File: src/rtl/pipeline_pkg.sv
// Shared types for the decoupled fetch front end: fetch FSM states and queue entry layout.
package pipeline_pkg;
  localparam logic [31:0] NOP_INSTR    = 32'h0000_0000;
  localparam logic [31:0] RESET_PC_DEF = 32'h0000_0000;

  typedef enum logic [1:0] {IDLE, WAIT, DROP} fetch_state_t;

  typedef struct packed {
    logic [31:0] instr;
    logic [31:0] pc;
  } fetch_entry_t;
endpackage

File: src/rtl/fetch_fifo.sv
// DEPTH-entry queue of fetched words. Clear beats push and pop; pop of an empty queue is ignored.
module fetch_fifo
  import pipeline_pkg::*;
#(
  parameter int DEPTH = 4
) (
  input  logic                     clk,
  input  logic                     rst,
  input  logic                     push,
  input  logic                     pop,
  input  logic                     clear,
  input  fetch_entry_t             wr_entry,
  output fetch_entry_t             head,
  output logic [$clog2(DEPTH):0]   count
);
  localparam int PW = $clog2(DEPTH);
  localparam int CW = PW + 1;

  fetch_entry_t   mem [DEPTH];
  logic [PW-1:0]  wptr, rptr;
  logic           do_pop;

  assign do_pop = pop && (count != '0);
  assign head   = mem[rptr];

  // Pointers are PW bits wide so they wrap modulo DEPTH for free.
  always_ff @(posedge clk or posedge rst) begin
    if (rst) begin
      wptr  <= '0;
      rptr  <= '0;
      count <= '0;
    end else if (clear) begin
      wptr  <= '0;
      rptr  <= '0;
      count <= '0;
    end else begin
      if (push)   wptr <= wptr + PW'(1);
      if (do_pop) rptr <= rptr + PW'(1);
      count <= count + CW'(push) - CW'(do_pop);
    end
  end

  always_ff @(posedge clk) begin
    if (push && !clear) mem[wptr] <= wr_entry;
  end
endmodule

File: src/rtl/fetch_prefetch_queue.sv
// Decoupled instruction fetch: one outstanding imem request feeding a small prefetch queue
// that presents its head to IF2ID, with branch redirect and flush of in-flight words.
module fetch_prefetch_queue
  import pipeline_pkg::*;
#(
  parameter int          DEPTH    = 4,
  parameter logic [31:0] RESET_PC = RESET_PC_DEF,
  parameter int          ADDR_W   = 32
) (
  input  logic                   clk,
  input  logic                   rst,
  input  logic                   freeze,
  input  logic                   branch_taken,
  input  logic [ADDR_W-1:0]      branch_addr,
  output logic                   imem_req,
  output logic [ADDR_W-1:0]      imem_addr,
  input  logic                   imem_ack,
  input  logic [31:0]            imem_rdata,
  output logic                   if_valid,
  output logic [31:0]            if_instr,
  output logic [31:0]            if_pc,
  output logic [$clog2(DEPTH):0] q_count
);
  localparam int CW = $clog2(DEPTH) + 1;

  fetch_state_t      state, state_nx;
  logic [ADDR_W-1:0] fetch_pc, pc_nx, req_addr, pc_plus4;
  logic              req_c, push, pop, full;
  fetch_entry_t      head, wr_entry;

  assign full     = (q_count == CW'(DEPTH));
  assign pc_plus4 = fetch_pc + ADDR_W'(4);

  always_ff @(posedge clk or posedge rst) begin
    if (rst) begin
      state    <= IDLE;
      fetch_pc <= RESET_PC;
      req_addr <= RESET_PC;
    end else begin
      state    <= state_nx;
      fetch_pc <= pc_nx;
      if (state == IDLE) req_addr <= fetch_pc;
    end
  end

  always_comb begin
    state_nx = state;
    pc_nx    = fetch_pc;
    req_c    = 1'b0;
    push     = 1'b0;
    case (state)
      IDLE: begin
        if (branch_taken) begin
          pc_nx = branch_addr;
        end else if (!full) begin
          req_c = 1'b1;
          // Zero-wait ack completes the handshake in the issue cycle.
          if (imem_ack) begin
            push  = 1'b1;
            pc_nx = pc_plus4;
          end else begin
            state_nx = WAIT;
          end
        end
      end
      WAIT: begin
        req_c = 1'b1;
        if (imem_ack) begin
          state_nx = IDLE;
          if (branch_taken) pc_nx = branch_addr;
          else begin
            push  = 1'b1;
            pc_nx = pc_plus4;
          end
        end else if (branch_taken) begin
          state_nx = DROP;
          pc_nx    = branch_addr;
        end
      end
      DROP: begin
        // The stale request still has to finish its handshake; its data is thrown away.
        req_c = 1'b1;
        if (branch_taken) pc_nx = branch_addr;
        if (imem_ack)     state_nx = IDLE;
      end
      default: state_nx = IDLE;
    endcase
  end

  assign imem_req  = req_c & ~rst;
  assign imem_addr = (state == IDLE) ? fetch_pc : req_addr;

  assign wr_entry = '{instr: imem_rdata, pc: 32'(pc_plus4)};
  assign pop      = if_valid & ~freeze & ~branch_taken;

  fetch_fifo #(.DEPTH(DEPTH)) u_fifo (
    .clk      (clk),
    .rst      (rst),
    .push     (push),
    .pop      (pop),
    .clear    (branch_taken),
    .wr_entry (wr_entry),
    .head     (head),
    .count    (q_count)
  );

  assign if_valid = (q_count != '0);
  assign if_instr = if_valid ? head.instr : NOP_INSTR;
  assign if_pc    = if_valid ? head.pc    : 32'h0;
endmodule

File: config.mk
export PLATFORM = sky130hd
export DESIGN_NAME = fetch_prefetch_queue
export DESIGN_NICKNAME = d
export VERILOG_FILES = /design/src/rtl/pipeline_pkg.sv /design/src/rtl/fetch_fifo.sv /design/src/rtl/fetch_prefetch_queue.sv
export SDC_FILE = /design/constraint.sdc
export NUM_CORES = 1
export LEC_CHECK = 0
export BUFFER_PORTS_ARGS = -buffer_cell sky130_fd_sc_hd__buf_4
export CELL_PAD_IN_SITES_DETAIL_PLACEMENT = 0
export CELL_PAD_IN_SITES_GLOBAL_PLACEMENT = 1
export CORE_UTILIZATION = 44
export DETAILED_ROUTE_END_ITERATION = 12
export GPL_TIMING_DRIVEN = 0
export PLACE_DENSITY_LB_ADDON = 0.12
export SYNTH_ARGS = -nofsm -noshare
export SYNTH_HDL_FRONTEND = slang
export SYNTH_HIERARCHICAL = 1
export SYNTH_SLANG_ARGS = --single-unit
File: constraint.sdc
create_clock -name clk -period 4.02 [get_ports clk]
set_clock_uncertainty 0.1 [all_clocks]
set_input_delay 0.804 -clock clk [delete_from_list [all_inputs] [get_ports clk]]
set_output_delay 0.804 -clock clk [all_outputs]
set_load 0.02 [all_outputs]
==> reports/metrics.yaml, run 1 <==
ys_ff_latch: 329
syn_nets: 955
synth_area_per_cell_um2: 16.3
crit_path_top_delay_cell: "clkbuf_1"
relSlewSlack: 0.247
syn_to_final_growth_pct: 21.8
dp.cells: 1449
hold_class: "in -> async"
cts_max_level: 2
syn_inst: 873
clock_path_buffers: 3
hpwl_um: 22400
grt_start_max_net_pins: 48
cpPeakStageDelay_ns: 0.51
post-route-min-period_ns: 3.77
cp_max_fo: 10
finalCritPeriodShare: 0.937
drv_slew: 0
rsz0062_at_grt: "no"
grt_overflow: 0
clock_latency_ns: 0.52
syn_area_um2: 14200
dieWidth_um: 182
synthFlopType: "edfxtp_1"
numCtsBuffers: 37
yosysSeqAreaShare: 0.669
clk_pin_slew_ns: 0.06
numClockSinks: 329
critPathBufInv: 4
vdd_drop_max_v: 0.000433
drt_iter0_markers: 408
gp_congestion: 0.812
outcome: "finished, final reports clean"
initial_core_util: 0.449
grt_pass1_vias: 8518
wl_per_cell_um: 21.9
arrival_ns: 2.86
grtUsageTotal: 0.206
finalHoldViolCount: 0
crit_path_end_kind: "output pin"
ant_nets: 0
setup_viol: 0
numPortBuffers: 169
drt_pre_antenna_iters: 4
worstSetupPathType: "reg -> out"
r2r-start: "state[0]"
drive_gt1_frac: 0.331
antennaDiodeCount: 0
ys_warn_count: 6
drc_errors: 0
crit_chain: "inv_1 > ha_1 > buf_2 > clkbuf_1 > a31oi_1 > nor3_1 > buf_4"
core-area_um2: 31700
utilization: 0.546
vias_per_cell: 5.47
vias: 8299
cts_root_buffer: "clkbuf_16"
critical-path-top-delay-family: "buffers and inverters"
powerDensity_nw_per_um2: 682
power.leakage_uw: 0.00643
worst_pin_slew_ns: 1.12
critPathLaunchType: "flop"
antenna_found_initial: 0
die_h_um: 182
rows: 65
cts_tree: "done"
stdcell_count: 1516
synth-edff-count: 256
wl_um: 33300
synthDistinctLibCells: 70
grt_pass1_wl_um: 51300
maxCapViolations: 0
die_area_um2: 33100
ioPinCount: 170
nets: 1168
startpoint: "state[0]"
async_reset_ff_frac: 0.222
required_ns: 3.12
fmax_mhz: 265
-- layer usage --
metal	GRT usage	wire length [um]	vias to the layer above
met2	0.344	16200	223
li1	-	-	3812
met4	0.0505	590	0
met1	0.281	14800	4217
met5	0	0	-
met3	0.0373	1660	47
-- final cells by class --
cell class,count,area [um^2]
fillers,2640,14400
flip-flops and latches,329,9510
multi-input cells,470,4340
repair buffers,174,1400
clock buffers,52,1040
well taps,402,503
plain buffers,52,302
clock inverters,15,130
inverters,22,85.1
-- cell families (layout without fill, tap and decap cells) --
family	after synthesis	after routing	share of synthesized area
AO/OA/AOI/OAI	118	118	0.0551
flip-flops	329	329	0.669
AND/OR/NAND/NOR	206	206	0.0858
adder cells (fa/ha/maj)	13	13	0.0120
multiplexers	105	105	0.133
XOR/XNOR	28	28	0.0182
buffers and inverters	74	315	0.0269
-- final timing paths --
kind / to / slack, ns / depth (start not counted)
worst max register to register: u_fifo/mem[3][22] / 0.32 / 9
worst min-delay path: u_fifo/count[2] / 0.17 / 2
max in group asynchronous: req_addr[21] / 3.06 / 3
min in group clk: u_fifo/mem[0][32] / 0.39 / 1
worst min register to register: req_addr[14] / 0.39 / 1
worst max-delay path: imem_req / 0.25 / 7
-- cells in the mapped netlist, types with 9 or more instances --
master / count / area share
and2_1: 71 / 0.031
o21ai_0: 28 / 0.0099
xor2_1: 9 / 0.0055
edfxtp_1: 256 / 0.54
and3_1: 10 / 0.0044
nand3_1: 13 / 0.0046
nor2_1: 31 / 0.0082
mux2_2: 35 / 0.028
ha_1: 12 / 0.011
nor2b_1: 9 / 0.0040
mux4_2: 64 / 0.10
nand2_1: 27 / 0.0071
dfrtp_1: 73 / 0.13
xnor2_1: 18 / 0.011
clkbuf_1: 27 / 0.0071
a21oi_1: 25 / 0.0088
buf_2: 10 / 0.0035
inv_1: 22 / 0.0058
-- sequential cells by signal, indices dropped and copies added, names as in the netlist --
register      cells
u_fifo/mem      256
fetch_pc         32
req_addr         32
u_fifo/count      3
state             2
u_fifo/rptr       2
u_fifo/wptr       2
-- power by group --
part / internal (uW) / total (uW) / switching, uW / leakage (uW)
registers: 4290 / 4600 / 309 / 0.00324
clock network: 1940 / 3250 / 1310 / 0.000573
logic: 1610 / 3960 / 2350 / 0.00261
-- metrics by stage --
step | worst slack, ns | TNS (ns) | power [uW] | area, um^2 | hold slack (ns)
final | 0.252 | 0 | 11800 | 17300 | 0.173
after global routing | 0.0280 | 0 | 12400 | 17300 | 0.180
after CTS | 0.0731 | 0 | 11900 | 17300 | 0.166
after detailed placement | -0.209 | -25.88 | 8660 | 16100 | 0.385
after global placement | -0.850 | -208.80 | 8600 | 16000 | 0.380
after floorplan | 0.627 | 0 | 7040 | 14200 | 0.392
-- layout by cell type, fill, tap and decap left out, drive strengths merged, types with 4 or more instances in the layout --
cell type  instances
nand3             15
xnor2             18
nor3              10
ha                12
a211oi             6
o211ai             5
and3              10
mux4              64
o21ai             30
and2              71
clkbuf            80
mux2              35
nand4             10
a221oi             5
buf              198
a31oi              7
a32oi              4
clkinv            10
nand2             27
nor2              31
a21oi             25
mux2i              6
inv               23
nor2b              9
edfxtp           256
nor4               5
dfrtp             73
xor2               9
-- repair_timing --
item,4_1_cts,5_1_grt
hold buffers,0,0
gates resized for setup,1,1
endpoints found under the setup margin,169,168
buffers inserted,0,0
Note: power is estimated with default switching activity, not from simulation.
==> inputs of run 2 (changes only) <==
- CORE_UTILIZATION: 44 -> 46
- CTS_BUF_LIST: default -> sky130_fd_sc_hd__clkbuf_8
==> reports/metrics.yaml, run 2 (synthesis results as in run 1) <==
outcome: "finished, final reports clean"
r2r-start: "state[0]"
hpwl_um: 21900  # -2.5%
crit_path_end_kind: "output pin"
place_area_um2: 16100  # unchanged
finalCritPeriodShare: 0.929  # -0.00844
cts_tree: "done"
vias: 8425  # +1.5%
setup_viol: 0  # unchanged
ant_nets: 0  # unchanged
rows: 64  # -1.5%
cts.hold.buffers_added: 0  # unchanged
wl_um: 33000  # -0.70%
top_regs: "u_fifo/mem (256), fetch_pc (32), req_addr (32)"
grtUsageMet1: 0.290  # +0.00936
critPathLaunchType: "input pin"
final_common_cell: "edfxtp_1"
hold_ws_ns: 0.103  # -0.0703 ns
required_ns: 3.12  # about the same
initial_core_util: 0.466  # +0.0178
grt-busiest-layer: "met2"
clock_latency_ns: 0.57  # +0.05 ns
met2_usage: 0.343  # -0.00127
maxCapViolations: 0  # unchanged
dieWidth_um: 178  # -2.2%
drive_gt1_frac: 0.337  # +0.00558
arrival_ns: 2.83  # -0.03 ns
gp_congestion: 0.843  # +3.8%
finalHoldViolCount: 0  # unchanged
numPortBuffers: 169  # unchanged
vias_per_cell: 5.45  # -0.39%
die_area_um2: 31600  # -4.3%
fin_setup_tns_ns: 0  # unchanged
design_area_um2: 17200  # -0.90%
power.leakage_uw: 0.00647  # +0.68%
vdd_drop_max_v: 0.000366  # -15%
core-area_um2: 30500  # -3.8%
fillers: 2505  # -5.1%
antenna_found_initial: 1  # +1
nets: 1186  # +1.5%
grt_overflow: 0  # unchanged
numCtsBuffers: 55  # +49%
post-route-min-period_ns: 3.73  # -0.0339 ns
layout_common_cells: "256 x edfxtp_1, 174 x buf_4, 73 x dfrtp_1"
drt_pre_antenna_iters: 4  # unchanged
grt_start_max_net_pins: 44  # -8.3%
powerDensity_nw_per_um2: 654  # -4.1%
top_register: "u_fifo/mem"
numClockSinks: 329  # unchanged
startpoint: "branch_taken"
largest_register_ffs: 256  # unchanged
syn_to_final_growth_pct: 20.7
grtUsageTotal: 0.212  # +0.00617
clock_path_buffers: 3  # unchanged
grt.met3_usage: 0.0431  # +0.00575
drv_slew: 0  # unchanged
r2r_slack_ns: 0.46  # +0.14 ns
die_h_um: 178  # -2.2%
grt_pass1_vias: 8468  # -0.59%
fmax_mhz: 268  # +0.91%
drc_errors: 0  # unchanged
antennaDiodeCount: 0  # unchanged
utilization: 0.563  # +0.0166
worst_pin_slew_ns: 1.23  # +0.111 ns
cts_root_buffer: "clkbuf_8"
wl_per_cell_um: 21.4  # -2.6%
grt_pass1_wl_um: 49600  # -3.4%
worstSetupPathType: "in -> out"
rsz0062_at_grt: "no"
ioPinCount: 170  # unchanged
drt_iter0_markers: 585  # +43%
clk_pin_slew_ns: 0.06  # about the same
hold_class: "in -> async"
relSlewSlack: 0.172  # -0.0748
cts_max_level: 2  # unchanged
cp_max_fo: 10  # unchanged
## run 2: changes by cell type in the layout (fill, tap and decap cells not counted), moves of 6 or more
cell / previous run / this run
clkbuf_1: 38 / 26
clkbuf_16: 39 / 0
clkbuf_8: 2 / 59
clkinv_1: 3 / 9
inv_1: 21 / 44
## run 2: what timing repair did
action / 4_1_cts / 5_1_grt
endpoints found under the hold margin: 0 / 0
buffers inserted: 0 / 0
setup endpoints to repair: 229 / 161
resized for setup: 1 / 3
gates cloned: 0 / 0
## run 2: path summary, 6_finish.rpt
path | to | cells after the start
worst max-delay path | imem_req | 7
worst min-delay path | u_fifo/wptr[0] | 2
worst max register to register | u_fifo/mem[2][22] | 9
worst min register to register | req_addr[18] | 1
max in group asynchronous | req_addr[14] | 3
min in group clk | u_fifo/mem[0][62] | 1
## run 2: through the flow
| step | cells | power [uW] | setup slack [ns] |
|---|---|---|---|
| after global routing | 1545 | 11800 | 0.0935 |
| after floorplan | 873 | 7040 | 0.627 |
| after CTS | 1545 | 11400 | 0.0193 |
| final | 1545 | 11200 | 0.286 |
| after detailed placement | 1443 | 8620 | -0.275 |
| after global placement | 1438 | 8560 | -1.02 |
## run 2: critical path, stage by stage
cell and delay, ns:
buf_4 0.15, inv_1 0.09, clkbuf_1 0.37, clkbuf_1 0.62
a31oi_1 0.22, nor3_1 0.36, buf_4 0.22
## run 2: metal layers
layer,share of wire,up-vias
li1,-,3851
met1,0.44,4251
met2,0.48,263
met3,0.056,58
met4,0.020,2
met5,0.00051,-
## run 2: area by class of cell
| type | instances | area, um^2 | share of cell area |
|---|---|---|---|
| Sequential cell | 329 | 9510 | 0.554 |
| Tap cell | 396 | 495 | 0.0289 |
| Timing Repair Buffer | 174 | 1410 | 0.0819 |
| Inverter | 22 | 85.1 | 0.00496 |
| Clock inverter | 43 | 206 | 0.0120 |
| Multi-Input combinational cell | 470 | 4340 | 0.253 |
| Buffer | 52 | 303 | 0.0176 |
| Clock buffer | 59 | 812 | 0.0473 |
## run 2: power by group
| part | internal, uW | leakage, uW | switching, uW |
|---|---|---|---|
| Clock | 1420 | 0.000611 | 1300 |
| Combinational | 1610 | 0.00262 | 2310 |
| Sequential | 4290 | 0.00324 | 308 |
